## src/rtl/muldiv_unit_if.sv

```systemverilog
// Request/done handshake between the EX stage and the iterative multiply/divide unit.
interface muldiv_unit_if #(
    parameter int DATA_WIDTH = 32
);
    logic                  mdu_req;
    logic [2:0]            mdu_op;
    logic [DATA_WIDTH-1:0] mdu_oprand_0;
    logic [DATA_WIDTH-1:0] mdu_oprand_1;
    logic                  mdu_flush;
    logic                  mdu_stall;
    logic                  mdu_done;
    logic [DATA_WIDTH-1:0] mdu_result;

    modport master (
        output mdu_req, mdu_op, mdu_oprand_0, mdu_oprand_1, mdu_flush,
        input  mdu_stall, mdu_done, mdu_result
    );

    modport slave (
        input  mdu_req, mdu_op, mdu_oprand_0, mdu_oprand_1, mdu_flush,
        output mdu_stall, mdu_done, mdu_result
    );
endinterface

```

## src/rtl/muldiv_unit.sv

```systemverilog
// Iterative RV32M multiply/divide unit: radix-2 shift-add multiply, restoring divide.
//
// state | meaning
// IDLE  | waiting for a request; latches op, operand magnitudes, result sign
// CALC  | one shift-add / shift-subtract iteration per cycle, DATA_WIDTH cycles
// FIXUP | sign correction and result-half selection, result registered
// DONE  | mdu_done pulse for one cycle
module muldiv_unit #(
    parameter int DATA_WIDTH = 32
) (
    input  logic          clk,
    input  logic          rst_b,
    muldiv_unit_if.slave  mdu
);
    localparam int W  = DATA_WIDTH;
    localparam int CW = $clog2(W);

    typedef enum logic [1:0] {S_IDLE, S_CALC, S_FIXUP, S_DONE} state_t;

    state_t         state_q;
    logic [2:0]     op_q;
    logic [CW-1:0]  cnt_q;
    logic [2*W-1:0] acc_q;
    logic [W-1:0]   b_q;
    logic           neg_q;
    logic           done_q;
    logic [W-1:0]   result_q;

    logic           signed_a, signed_b, sa, sb, neg_d;
    logic [W-1:0]   mag_a, mag_b;
    logic           special, div_zero, div_ovf;
    logic [W-1:0]   special_res;
    logic [W:0]     mul_sum;
    logic [W:0]     rem_sh, diff;
    logic           q_bit;
    logic [2*W-1:0] acc_d;
    logic [2*W-1:0] prod_fix;
    logic [W-1:0]   div_sel;
    logic [W-1:0]   res_fix;

    localparam logic [W-1:0] MIN_NEG = {1'b1, {(W-1){1'b0}}};

    // Request decode: operand signedness, magnitudes, result sign and divide corner cases.
    always_comb begin
        signed_a = (mdu.mdu_op == 3'b001) || (mdu.mdu_op == 3'b010) ||
                   (mdu.mdu_op == 3'b100) || (mdu.mdu_op == 3'b110);
        signed_b = (mdu.mdu_op == 3'b001) || (mdu.mdu_op == 3'b100) ||
                   (mdu.mdu_op == 3'b110);
        sa       = signed_a & mdu.mdu_oprand_0[W-1];
        sb       = signed_b & mdu.mdu_oprand_1[W-1];
        mag_a    = sa ? -mdu.mdu_oprand_0 : mdu.mdu_oprand_0;
        mag_b    = sb ? -mdu.mdu_oprand_1 : mdu.mdu_oprand_1;
        // Remainder takes the dividend's sign; everything else the XOR of both.
        neg_d    = (mdu.mdu_op[2] && mdu.mdu_op[1]) ? sa : (sa ^ sb);
        div_zero = mdu.mdu_op[2] && (mdu.mdu_oprand_1 == '0);
        div_ovf  = mdu.mdu_op[2] && !mdu.mdu_op[0] &&
                   (mdu.mdu_oprand_0 == MIN_NEG) && (mdu.mdu_oprand_1 == '1);
        special  = div_zero || div_ovf;
        if (div_zero)
            special_res = mdu.mdu_op[1] ? mdu.mdu_oprand_0 : '1;
        else
            special_res = mdu.mdu_op[1] ? '0 : MIN_NEG;
    end

    // One datapath iteration, plus the sign fixup applied once iteration is complete.
    always_comb begin
        mul_sum = {1'b0, acc_q[2*W-1:W]} + (acc_q[0] ? {1'b0, b_q} : '0);
        // Shifted remainder needs W+1 bits; the difference stays within W+1 signed bits.
        rem_sh  = acc_q[2*W-1:W-1];
        diff    = rem_sh - {1'b0, b_q};
        q_bit   = ~diff[W];
        if (op_q[2])
            acc_d = {(q_bit ? diff[W-1:0] : rem_sh[W-1:0]), acc_q[W-2:0], q_bit};
        else
            acc_d = {mul_sum, acc_q[W-1:1]};

        prod_fix = neg_q ? -acc_q : acc_q;
        div_sel  = op_q[1] ? acc_q[2*W-1:W] : acc_q[W-1:0];
        if (op_q[2])
            res_fix = neg_q ? -div_sel : div_sel;
        else if (op_q[1:0] == 2'b00)
            res_fix = prod_fix[W-1:0];
        else
            res_fix = prod_fix[2*W-1:W];
    end

    // Sequencing FSM with registered done/result; flush overrides every state.
    always_ff @(posedge clk) begin
        if (!rst_b) begin
            state_q  <= S_IDLE;
            op_q     <= '0;
            cnt_q    <= '0;
            acc_q    <= '0;
            b_q      <= '0;
            neg_q    <= 1'b0;
            done_q   <= 1'b0;
            result_q <= '0;
        end else if (mdu.mdu_flush) begin
            state_q <= S_IDLE;
            done_q  <= 1'b0;
        end else begin
            case (state_q)
                S_IDLE: begin
                    done_q <= 1'b0;
                    if (mdu.mdu_req) begin
                        op_q  <= mdu.mdu_op;
                        acc_q <= {{W{1'b0}}, mag_a};
                        b_q   <= mag_b;
                        neg_q <= neg_d;
                        cnt_q <= '0;
                        if (special) begin
                            result_q <= special_res;
                            done_q   <= 1'b1;
                            state_q  <= S_DONE;
                        end else begin
                            state_q <= S_CALC;
                        end
                    end
                end
                S_CALC: begin
                    acc_q <= acc_d;
                    cnt_q <= cnt_q + CW'(1);
                    if (cnt_q == CW'(W-1))
                        state_q <= S_FIXUP;
                end
                S_FIXUP: begin
                    result_q <= res_fix;
                    done_q   <= 1'b1;
                    state_q  <= S_DONE;
                end
                default: begin
                    done_q  <= 1'b0;
                    state_q <= S_IDLE;
                end
            endcase
        end
    end

    assign mdu.mdu_done   = done_q;
    assign mdu.mdu_result = result_q;
    assign mdu.mdu_stall  = mdu.mdu_req & ~done_q;

endmodule

```

## src/flat_wrapper.sv

```systemverilog
// flat-port wrapper written by rule: the top's interface ports become plain ports
module muldiv_unit_flat 
#(
    parameter int DATA_WIDTH = 32
)
  (clk, rst_b, mdu_mdu_req, mdu_mdu_op, mdu_mdu_oprand_0, mdu_mdu_oprand_1, mdu_mdu_flush, mdu_mdu_stall, mdu_mdu_done, mdu_mdu_result);
  muldiv_unit_if #(.DATA_WIDTH(DATA_WIDTH)) mdu_i ();
  input  logic clk;
  input  logic rst_b;
  input wire logic [$bits(mdu_i.mdu_req)-1:0] mdu_mdu_req;
  input wire logic [$bits(mdu_i.mdu_op)-1:0] mdu_mdu_op;
  input wire logic [$bits(mdu_i.mdu_oprand_0)-1:0] mdu_mdu_oprand_0;
  input wire logic [$bits(mdu_i.mdu_oprand_1)-1:0] mdu_mdu_oprand_1;
  input wire logic [$bits(mdu_i.mdu_flush)-1:0] mdu_mdu_flush;
  output wire logic [$bits(mdu_i.mdu_stall)-1:0] mdu_mdu_stall;
  output wire logic [$bits(mdu_i.mdu_done)-1:0] mdu_mdu_done;
  output wire logic [$bits(mdu_i.mdu_result)-1:0] mdu_mdu_result;
  assign mdu_i.mdu_req = mdu_mdu_req;
  assign mdu_i.mdu_op = mdu_mdu_op;
  assign mdu_i.mdu_oprand_0 = mdu_mdu_oprand_0;
  assign mdu_i.mdu_oprand_1 = mdu_mdu_oprand_1;
  assign mdu_i.mdu_flush = mdu_mdu_flush;
  assign mdu_mdu_stall = mdu_i.mdu_stall;
  assign mdu_mdu_done = mdu_i.mdu_done;
  assign mdu_mdu_result = mdu_i.mdu_result;
  muldiv_unit #(.DATA_WIDTH(DATA_WIDTH)) u_core (.clk(clk), .rst_b(rst_b), .mdu(mdu_i));
endmodule
```

## config.mk

```make
export PLATFORM = sky130hd
export DESIGN_NAME = muldiv_unit_flat
export DESIGN_NICKNAME = d
export VERILOG_FILES = /design/src/rtl/muldiv_unit_if.sv /design/src/rtl/muldiv_unit.sv /design/src/flat_wrapper.sv
export SDC_FILE = /design/constraint.sdc
export NUM_CORES = 1
export LEC_CHECK = 0
export CAP_MARGIN = 20
export CELL_PAD_IN_SITES_DETAIL_PLACEMENT = 0
export CELL_PAD_IN_SITES_GLOBAL_PLACEMENT = 1
export CORE_MARGIN = 2
export CORE_UTILIZATION = 45
export DETAILED_ROUTE_END_ITERATION = 10
export PLACE_DENSITY_LB_ADDON = 0.25
export SLEW_MARGIN = 10
export SYNTH_ARGS = -nofsm -noshare
export SYNTH_HDL_FRONTEND = slang
export SYNTH_SLANG_ARGS = --single-unit
```

## constraint.sdc

```tcl
create_clock -name clk -period 6.29 [get_ports clk]
set_clock_uncertainty 0.15 [all_clocks]
set_input_delay 1.258 -clock clk [delete_from_list [all_inputs] [get_ports clk]]
set_output_delay 1.258 -clock clk [all_outputs]
set_load 0.03 [all_outputs]
```

After elaboration in Yosys (flattened, before gate mapping)
Cells that the tools add are included.
{"block": "totals", "register_bits": 140, "word_cells": 85, "in_bits": 71, "out_inout_bits": 34}
{"block": "op_classes", "reduce_logical": 22, "bitwise_logic": 8, "eq_ne": 12, "mux": 28, "n_addsub": 7}
{"operator": "two-way mux 32 bit", "n": 13}
{"operator": "two-way mux 64 bit", "n": 3}
{"operator": "case mux 64 bit (2 select lines)", "n": 1}
{"operator": "negation 32 bit", "n": 3}
{"operator": "== test 32 bit (second input constant)", "n": 2}
{"operator": "negation 64 bit", "n": 1}
{"operator": "case mux 32 bit (2 select lines)", "n": 1}
{"operator": "adder 32 x 33 -> 33 bit", "n": 1}
{"operator": "subtractor 33 x 32 -> 33 bit", "n": 1}
{"operator": "logical NOT 32 bit", "n": 1}
{"operator": "case mux 5 bit (2 select lines)", "n": 1}
{"operator": "== test 3 bit (second input constant)", "n": 2}
{"operator": "logical OR 1 bit", "n": 6}
{"operator": "two-way mux 2 bit", "n": 3}
{"operator": "case mux 2 bit (3 select lines)", "n": 1}
{"operator": "AND reduction 3 bit", "n": 2}
{"operator": "adder 5 x 1 -> 5 bit (second input constant)", "n": 1}
{"operator": "== test 5 bit (second input constant)", "n": 1}
{"operator": "logical AND 1 bit", "n": 5}
{"operator": "two-way mux 5 bit", "n": 1}
{"operator": "logical NOT 2 bit", "n": 2}
{"operator": "!= test 2 x 1 -> 1 bit (second input constant)", "n": 2}
{"operator": "inverter 1 bit", "n": 4}
{"operator": "AND reduction 4 bit", "n": 1}
{"operator": "other kinds (13)", "n": 18}

Longest topological paths before layout
{"block": "logic_depth", "depth_word": 8, "mapped_depth": 15}

Worst setup path after synthesis
OpenSTA, ideal clock, no wires.
{"block": "synth_timing", "path_kind": "input -> register", "from": "input mdu_mdu_oprand_0[6]", "to": "register u_core.result_q[23], in the netlist u_core.mdu.mdu_result[23]", "n_path_buf": 2, "setup_time_ns": 0.124, "arrival_time_ns": 3.658, "stages": 10, "slack_ns": 2.357, "path_cell_list": "or4_1 > or3_4 > or4_1 > nor3_2 > nand2_1 > o22ai_2 > a21o_2 > buf_4 > buf_2 > a21oi_1"}
{"block": "synth_via", "elab_chain_len": 6}
{"element": "start: declaration", "line_no": "flat_wrapper.sv:12", "source": "input wire logic [$bits(mdu_i.mdu_oprand_0)-1:0] mdu_mdu_oprand_0;"}
{"element": "== test 32 bit", "line_no": "muldiv_unit.sv:57", "source": "(mdu.mdu_oprand_0 == MIN_NEG) && (mdu.mdu_oprand_1 == '1);"}
{"element": "logical AND 1 bit", "line_no": "muldiv_unit.sv:56", "source": "div_ovf = mdu.mdu_op[2] && !mdu.mdu_op[0] &&"}
{"element": "logical AND 1 bit", "line_no": "muldiv_unit.sv:57"}
{"element": "logical OR 1 bit", "line_no": "muldiv_unit.sv:58", "source": "special = div_zero || div_ovf;"}
{"element": "!= test 2 x 1 -> 1 bit (no line)"}
{"element": "AND reduction 4 bit (no line)"}
{"element": "end signal: assignment", "line_no": "muldiv_unit.sv:112", "source": "result_q <= special_res;"}
{"element": "end signal: assignment", "line_no": "muldiv_unit.sv:127", "source": "result_q <= res_fix;"}
{"element": "end: declaration", "line_no": "muldiv_unit.sv:27", "source": "logic [W-1:0] result_q;"}
Every way passes these cells.
A chain may end at the register's enable or synchronous reset.

Final worst setup path
{"block": "layout_timing", "from": "input mdu_mdu_oprand_0[6]", "to": "register u_core.result_q[6], in the netlist u_core.mdu.mdu_result[6]"}
{"block": "layout_via", "elab_chain_len": 6, "word_cells_on_any_way": 11}
{"element": "== test 32 bit", "line_no": "muldiv_unit.sv:57"}
{"element": "logical AND 1 bit", "line_no": "muldiv_unit.sv:56"}
{"element": "logical AND 1 bit", "line_no": "muldiv_unit.sv:57"}
{"element": "logical OR 1 bit", "line_no": "muldiv_unit.sv:58"}
{"element": "!= test 2 x 1 -> 1 bit (no line)"}
{"element": "AND reduction 4 bit (no line)"}
Several ways; a longest one is shown, not always the timed one. The select of a mux whose other input is x is not followed.

==> flow_metrics.py <==
metrics = {
    "outcome": {
        "status": "finished clean",
    },
    "grt": {
        "grt_pass1_vias": 14470,
        "antenna_found_initial": 0,
        "grt-ovfl-total": 0,
        "gr-usage-all-layers_pct": 32.17,
        "grt_max_degree": 107,
        "grt_pass1_wl_um": 84920,
    },
    "placed_design": {
        "gp_congestion": 1.010,
        "hpwlAfterDp_um": 42590,
        "dp_cells": 2461,
        "portBuffers": 104,
    },
    "synth": {
        "yosysTopAreaCell": "dfxtp_1",
        "yosysUniqueCellTypes": 91,
        "yosys-top-cells-area": "dfxtp_1, ha_1, xnor2_1",
        "synth_edf_count": 0,
        "postSynth.asyncResetShare_pct": 0,
        "ys_dominant_reg_cell": "dfxtp_1",
        "yosysTopAreaCellShare_pct": 18.85,
        "syn_avg_cell_area_um2": 7.282,
        "netlist_instances": 2042,
        "synth_fp_nets": 2190,
        "synth.cell_area_um2": 14870,
        "synth_seq_cells": 140,
        "yosys_warnings": 0,
        "yosysSeqAreaShare_pct": 18.85,
    },
    "cells_and_area": {
        "final_cells": 2496,
        "fin_util_pct": 51.15,
        "num_antenna_cells": 0,
        "syn2layout_area_growth_pct": 11.92,
        "fill_cells": 3315,
        "final_nets": 2189,
        "layout-drive-gt1-share_pct": 5.745,
    },
    "die": {
        "die_w_um": 185.8,
        "initial_core_util_pct": 45.70,
        "fp-row-count": 66,
        "die_h_um": 185.8,
        "io_pins": 105,
        "core_region_area_um2": 32540,
        "dieArea_um2": 34520,
    },
    "sta": {
        "max_freq_mhz": 199.2,
        "max_slew.worst_pin.slew_ns": 1.026,
        "finalCritPeriodShare_pct": 79.82,
        "whs_ns": 0.3606,
        "finalMaxSlewViolations": 0,
        "tns_ns": 0,
        "max_slew_margin_pct": 31.60,
        "finalCriticalPeriod_ns": 5.021,
        "finalSetupViolCount": 0,
        "rsz0062_at_grt": "no",
        "hold_viol": 0,
    },
    "clock_tree": {
        "cts_max_level": 4,
        "cts-root-buf": "clkbuf_16",
        "clock_latency_ns": 0.44,
        "cts_tree": "yes",
        "cts_resized": 0,
        "cts_buffer_depth": 2,
        "cts_setup_buffers": 0,
        "numCtsBuffers": 17,
        "clkTransAtPathRegs_ns": 0.07,
        "hold_buffers": 0,
        "numClockSinks": 140,
    },
    "worst_setup_path": {
        "r2r_slack_ns": 1.66,
        "crit_type": "input port to flip-flop",
        "arrival_ns": 5.21,
        "crit_required_ns": 6.48,
        "cp_max_fo": 59,
        "reg2reg_to": "u_core.acc_q[60]",
        "worstSetupEndpointType": "flip-flop",
        "start_kind": "input port",
        "crit_start": "mdu_mdu_oprand_0[6]",
        "r2r-start": "u_core.acc_q[32]",
        "r2r.worst_path.cells": 13,
    },
    "routing": {
        "drt_pass1_iterations": 7,
        "drc": 0,
        "postRouteAntennaNets": 0,
        "vias": 15700,
        "drt_iter0_markers": 1441,
        "wl_um": 56130,
        "viasPerCell": 6.292,
        "drt-wirelength-per-cell_um": 22.49,
    },
    "power": {
        "power_density_nw_per_um2": 176.1,
        "fin_total_pwr_uw": 2931,
        "vdd_drop_max_mv": 0.1871,
        "p_leak_uw": 0.006595,
    },
    "min_path": {
        "hold_end": "u_core.b_q[0]",
        "min-delay-start": "u_core.b_q[0]",
        "hp-class": "flip-flop to flip-flop",
        "hold_depth": 2,
    },
    "flow_run": {
        "max-cap-violations": 0,
    },
}
-- critical path: stages --
cell	delay, ns
clkdlybuf4s50_1	0.51
or4_1	0.61
or3_4	0.38
or4_1	0.55
nor3_2	0.27
nand2_1	0.18
o22ai_2	0.19
a21o_2	0.79
o2111ai_1	0.24
o211a_1	0.20
-- layout by cell type, fill, tap and decap left out, drive strengths merged, types with 9 or more instances in the layout --
cell type / instances
buf: 35
xnor2: 107
a31oi: 18
or4: 24
mux2: 9
o211a: 31
nor4: 24
a21o: 34
a21boi: 35
a21oi: 161
nor2: 142
a211oi: 19
dfxtp: 140
or2: 11
clkdlybuf4s50: 103
o31ai: 46
nand2: 227
a22oi: 21
and3: 12
nand4: 18
o21a: 20
ha: 75
o21ai: 185
mux2i: 70
o211ai: 38
inv: 73
nand2b: 19
clkbuf: 20
or3: 15
xor2: 89
nand3: 31
nor3: 50
o41ai: 16
nor2b: 24
-- registers in the layout, indices dropped and copies added, names as in the netlist --
register	count
u_core.neg_q	1
u_core.state_q	2
u_core.b_q	32
u_core.acc_q	64
u_core.cnt_q	5
u_core.op_q	3
u_core.mdu.mdu_done	1
u_core.mdu.mdu_result	32
-- final cells by class --
type                       instances  area, um^2  area share, %
clock buffer                      19       442.9          2.661
clock inverter                    13       131.4         0.7894
inverter                          67       251.5          1.511
multi-input combinational       1676       11150          67.02
sequential                       140        2806          16.86
tap                              442       553.0          3.323
timing repair buffer             139        1304          7.833
-- metal layers --
metal / GRT usage, % / share of wire (%)
met1: 40.69 / 41
met3: 3.991 / 6.8
met2: 52.52 / 46
met5: 0 / 0
met4: 18.83 / 6.4
-- cells by family (layout without fill, tap and decap cells) --
kind of cell / Yosys count / in the layout / share of synthesized area (%)
muxes: 79 / 79 / 5.393
and+or+nand+nor: 631 / 631 / 20.56
buffers and inverters: 226 / 238 / 6.226
AOI/OAI and AO/OA: 693 / 693 / 30.85
xor gates and xnor gates: 196 / 196 / 11.54
DFF: 140 / 140 / 18.85
adders and majority gates: 77 / 77 / 6.580
-- synth_stat cells, types with 23 or more instances --
cell type  instances
nand2_1          226
o21ai_0          181
a21oi_1          161
nor2_1           141
dfxtp_1          140
clkbuf_1         115
xnor2_1          107
xor2_1            89
ha_1              75
mux2i_1           70
inv_1             67
nor3_1            48
o31ai_1           45
o211ai_1          38
a21boi_0          33
a21o_1            33
nand3_1           31
o211a_1           31
nor2b_1           24
nor4_1            23
-- metrics by stage --
| step | setup WS (ns) | area (um^2) |
|---|---|---|
| final | 1.269 | 16640 |
| after global routing | 1.036 | 16640 |
| after CTS | 1.355 | 16620 |
| after detailed placement | 0.9078 | 16040 |
| after global placement | 1.044 | 16040 |
| after floorplan | 2.357 | 14870 |
-- worst max-delay path by stage --
stage	cells after the start	to	slack, ns
global placement	10	u_core.mdu.mdu_result[6]	1.04
detailed placement	10	u_core.mdu.mdu_result[6]	0.91
finish	10	u_core.mdu.mdu_result[6]	1.27
floorplan	10	u_core.mdu.mdu_result[23]	2.36
CTS	10	u_core.mdu.mdu_result[6]	1.36
global route	10	u_core.mdu.mdu_result[28]	1.04
-- power breakdown --
part	internal, uW	switching (uW)
clock	565	464
combinational	350	567
sequential	921	63.2
Power figures use the tool's default switching activity.
